$ cat src/rtl/conv_out_serializer.sv
// Pixel FIFO that drains six channel words per pixel over a ready/valid port.
// It tags each beat with its channel and a frame-end flag, and latches a sticky overflow.
module conv_out_serializer #(
    parameter int unsigned IMG_Width  = 3,
    parameter int unsigned IMG_Height = 3,
    parameter int unsigned Datawidth  = 32,
    parameter int unsigned Depth      = 4
) (
    input  logic                 clk,
    input  logic                 rst,
    input  logic                 valid_in,
    input  logic [Datawidth-1:0] In_0,
    input  logic [Datawidth-1:0] In_1,
    input  logic [Datawidth-1:0] In_2,
    input  logic [Datawidth-1:0] In_3,
    input  logic [Datawidth-1:0] In_4,
    input  logic [Datawidth-1:0] In_5,
    output logic                 out_valid,
    input  logic                 out_ready,
    output logic [Datawidth-1:0] Out_data,
    output logic [2:0]           Out_ch,
    output logic                 Out_last,
    output logic                 overflow
);

    localparam int unsigned PtrW = (Depth > 1) ? $clog2(Depth) : 1;
    localparam int unsigned NPix = IMG_Width * IMG_Height;
    localparam int unsigned PixW = (NPix > 1) ? $clog2(NPix) : 1;
    localparam logic [PtrW:0]   FullCnt = (PtrW + 1)'(Depth);
    localparam logic [PixW-1:0] LastPix = PixW'(NPix - 1);

    logic [Datawidth-1:0] mem_q [Depth][6];

    logic [PtrW-1:0] wr_ptr_q, wr_ptr_d;
    logic [PtrW-1:0] rd_ptr_q, rd_ptr_d;
    logic [PtrW:0]   count_q, count_d;
    logic [2:0]      ch_q, ch_d;
    logic [PixW-1:0] pix_q, pix_d;
    logic            overflow_q, overflow_d;

    logic beat, pop, push, drop;

    always_comb begin
        out_valid = (count_q != '0);
        beat      = out_valid & out_ready;
        pop       = beat & (ch_q == 3'd5);
        // A full FIFO can still take a pixel in the cycle its head is popped.
        push      = valid_in & ((count_q < FullCnt) | pop);
        drop      = valid_in & ~push;

        Out_data  = out_valid ? mem_q[rd_ptr_q][ch_q] : '0;
        Out_ch    = ch_q;
        Out_last  = out_valid & (ch_q == 3'd5) & (pix_q == LastPix);
        overflow  = overflow_q;
    end

    always_comb begin
        wr_ptr_d   = wr_ptr_q;
        rd_ptr_d   = rd_ptr_q;
        count_d    = count_q;
        ch_d       = ch_q;
        pix_d      = pix_q;
        overflow_d = overflow_q | drop;

        if (push) begin
            wr_ptr_d = wr_ptr_q + PtrW'(1);
        end
        if (beat) begin
            ch_d = (ch_q == 3'd5) ? 3'd0 : ch_q + 3'd1;
        end
        if (pop) begin
            rd_ptr_d = rd_ptr_q + PtrW'(1);
            pix_d    = (pix_q == LastPix) ? '0 : pix_q + PixW'(1);
        end
        unique case ({push, pop})
            2'b10:   count_d = count_q + (PtrW + 1)'(1);
            2'b01:   count_d = count_q - (PtrW + 1)'(1);
            default: count_d = count_q;
        endcase
    end

    always_ff @(posedge clk or negedge rst) begin
        if (!rst) begin
            wr_ptr_q   <= '0;
            rd_ptr_q   <= '0;
            count_q    <= '0;
            ch_q       <= 3'd0;
            pix_q      <= '0;
            overflow_q <= 1'b0;
        end else begin
            wr_ptr_q   <= wr_ptr_d;
            rd_ptr_q   <= rd_ptr_d;
            count_q    <= count_d;
            ch_q       <= ch_d;
            pix_q      <= pix_d;
            overflow_q <= overflow_d;
        end
    end

    // Storage is not reset; the read side is gated by out_valid.
    always_ff @(posedge clk) begin
        if (push) begin
            mem_q[wr_ptr_q][0] <= In_0;
            mem_q[wr_ptr_q][1] <= In_1;
            mem_q[wr_ptr_q][2] <= In_2;
            mem_q[wr_ptr_q][3] <= In_3;
            mem_q[wr_ptr_q][4] <= In_4;
            mem_q[wr_ptr_q][5] <= In_5;
        end
    end

endmodule

$ cat config.mk
export PLATFORM = sky130hd
export DESIGN_NAME = conv_out_serializer
export DESIGN_NICKNAME = d
export VERILOG_FILES = /design/src/rtl/conv_out_serializer.sv
export SDC_FILE = /design/constraint.sdc
export NUM_CORES = 1
export LEC_CHECK = 0
export ABC_AREA = 1
export CORE_MARGIN = 3
export CORE_UTILIZATION = 32
export CTS_CLUSTER_DIAMETER = 120
export DETAILED_ROUTE_END_ITERATION = 6
export PLACE_DENSITY = 0.57
export SLEW_MARGIN = 20
export SYNTH_ARGS = -nofsm -noshare
export SYNTH_HDL_FRONTEND = slang
export SYNTH_SLANG_ARGS = --single-unit
$ cat constraint.sdc
create_clock -name clk -period 9.2 [get_ports clk]
set_clock_uncertainty 0.1 [all_clocks]
set_input_delay 1.38 -clock clk [delete_from_list [all_inputs] [get_ports clk]]
set_output_delay 1.38 -clock clk [all_outputs]
set_load 0.05 [all_outputs]
==> flow_metrics.env <==
export IMPL_status="complete, no violations"
export IMPL_hp_class="flop to flop"
export IMPL_finalSetupTns_ns=0
export IMPL_cts_htree_levels=3
export IMPL_ys_flop_type="edfxtp_1"
export IMPL_worstPathRequired_ns=7.72
export IMPL_drc=0
export IMPL_gr_total_overflow=0
export IMPL_max_freq_mhz=151
export IMPL_rsz0062_at_grt="no"
export IMPL_seq_area_frac_synth_pct=70.8
export IMPL_grt_max_degree=239
export IMPL_whs_ns=0.371
export IMPL_cts_resized=0
export IMPL_finalHoldViolCount=0
export IMPL_grt_antenna_before_repair=21
export IMPL_cp_end_kind="output port"
export IMPL_max_cap_violations=0
export IMPL_fp_dieH_um=328
export IMPL_dp_cells=4573
export IMPL_final_setup_worst_slack_ns=2.59
export IMPL_worstPathArrival_ns=5.13
export IMPL_yosysTopAreaCell="edfxtp_1"
export IMPL_row_count=117
export IMPL_tritoncts="done"
export IMPL_period_share_pct=71.9
export IMPL_cts_buffer_depth=3
export IMPL_design_portCount=234
export IMPL_use_met2_pct=26.5
export IMPL_power_leakage_nw=15.9
export IMPL_clk_latency_ns=0.64
export IMPL_ys_seq_elements=783
export IMPL_cts_buffers=85
export IMPL_die_w_um=328
export IMPL_drt_pass1_iter_count=5
export IMPL_final_cells=4739
export IMPL_synth_most_common_cell="nand2_1"
export IMPL_yosysUniqueCellTypes=26
export IMPL_drtIter0Drc=1792
export IMPL_layout_drive_gt1_share_pct=5.09
export IMPL_slew_violations=0
export IMPL_place_hpwl_um=56000
export IMPL_syn_num_nets=3298
export IMPL_port_buffers=233
export IMPL_dieArea_um2=107000
export IMPL_areaGrowthSynthToFinish_pct=19.6
export IMPL_synthTopCellsByCount="nand2_1 (998), edfxtp_1 (768), inv_1 (496), nand3_1 (231), o21ai_0 (146)"
export IMPL_postCtsSetupBuffers=0
export IMPL_drtAntennaViolNets=0
export IMPL_grt_pass1_wl_um=137000
export IMPL_synthCells=3094
export IMPL_vias=21900
export IMPL_p_per_area_nw_per_um2=327
export IMPL_clkSinkCount=783
export IMPL_via_per_inst=4.61
export IMPL_finalInstanceArea_um2=39600
export IMPL_hold_buffers=0
export IMPL_syn_mean_instance_area_um2=10.7
export IMPL_clk_pin_slew_worst_paths_ns=0.06
export IMPL_cts_root_buf="clkbuf_16"
export IMPL_synth_top_area_share_pct=69.7
export IMPL_placed_cell_area_um2=36800
export IMPL_synth_area_top_cells="edfxtp_1 (70%), nand2_1 (11%), inv_1 (5.6%), nand3_1 (3.5%), o21ai_0 (2.2%)"
export IMPL_finalCriticalPeriod_ns=6.61
export IMPL_startpoint_type="flop"
export IMPL_worst_pin_slew_ns=1.19
export IMPL_vdd_ir_drop_max_mv=0.365
export IMPL_async_flop_share_pct=1.92
export IMPL_grt_use_total_pct=17.1
export IMPL_pre_cts_slack_ns=3.29
export IMPL_cp_max_fo=81
export IMPL_ys_warn_count=0
export IMPL_routedWlPerCell_um=19.7
export IMPL_synth_edf_count=768
export IMPL_crit_type="flop to output port"
export IMPL_slew_headroom_pct=20.9
export IMPL_place_congestion=0.766
export IMPL_routed_wl_um=93100
export IMPL_grt_pass1_vias=20600
export IMPL_met3_usage_pct=3.61
export IMPL_coreArea_um2=102000
export IMPL_start_util_pct=32.4
export IMPL_global_route_usage_met1_pct=24.2
export IMPL_grt_most_used_layer="met2"
export IMPL_setup_viol=0
export IMPL_fin_nets=3496
export IMPL_synthesis_area_um2=33100
path summary, 6_finish.rpt:
path	from	end	slack [ns]	depth (start not counted)
worst max-delay path	rd_ptr_q[0]	Out_data[6]	2.59	9
worst min-delay path	overflow	overflow	0.37	1
worst max register to register	Out_ch[0]	mem_q[1][122]	4.16	11
worst min register to register	overflow	overflow	0.37	1
max in group asynchronous	rst	rd_ptr_q[0]	7.29	1
min in group asynchronous	rst	overflow	1.11	1
worst max-delay path, stage by stage, from the launching register on:
cell	delay, ns
dfrtp_4	0.79
buf_4	0.78
buf_4	0.81
o21ai_0	0.20
o22ai_1	0.20
nand2_1	0.06
nand2_1	0.15
inv_1	0.06
a21oi_1	0.41
clkdlybuf4s50_1	0.90
state kept, by name, summed over array words and instances, names as in the netlist:
name and flops:
count_q 3, wr_ptr_q 2, mem_q 768, Out_ch 3, rd_ptr_q 2, overflow 1
pix_q 4
cells in the final DEF (no fill, tap or decap), types with 2 or more instances in the layout:
cell / instances
nand2_1: 998
edfxtp_1: 768
inv_1: 496
clkdlybuf4s50_1: 233
nand3_1: 231
o21ai_0: 146
nor2_1: 135
clkbuf_16: 86
o22ai_1: 64
a21oi_1: 34
buf_4: 24
o21ai_1: 22
clkinv_1: 17
clkbuf_1: 17
clkinv_2: 14
dfrtp_1: 13
diode_2: 11
bufinv_16: 9
nor2_4: 7
ha_1: 7
inv_2: 5
buf_12: 5
xor2_1: 4
inv_6: 3
inv_16: 3
nand2_2: 2
xnor2_1: 2
clkinv_8: 2
clkinv_4: 2
clkinvlp_4: 2
clkbuf_8: 2
dfrtp_4: 2
through the flow:
step	total power, mW	util (%)
detailed placement	9.66	36.0
global placement	9.63	36.0
finish	12.9	38.7
global route	13.7	38.7
floorplan	7.94	-
CTS	13.1	38.7
layout make-up:
type	count	area (um^2)
diodes	11	27.5
well taps	1368	1710
clock inverters	50	531
clock buffers	105	2240
repair buffers	262	2610
multi-input cells	1657	7110
fillers	9939	62600
flip-flops and latches	783	23400
inverters	503	1910
per-layer routing:
metal,part of all wire [%],wire length [um]
met5,0.083,77
met4,2.8,2620
met3,6.7,6260
met1,45,42100
met2,45,42100
logic make-up after synthesis:
logic type               after synthesis  share of synthesized area (%)
AND/OR/NAND/NOR                     1376                           16.5
flip-flops                           783                           70.8
buffers and inverters                654                           7.86
AO/OA/AOI/OAI                        267                           4.29
adder cells (fa/ha/maj)                8                          0.325
XOR/XNOR                               6                          0.159
report_power, final:
group          leakage (nW)  internal (mW)  switching [mW]
combinational          7.42           1.28            3.58
clock                  1.36           2.00            1.40
sequential             7.15           4.51           0.166
total                  15.9           7.78            5.15
Power figures use the tool's default switching activity.
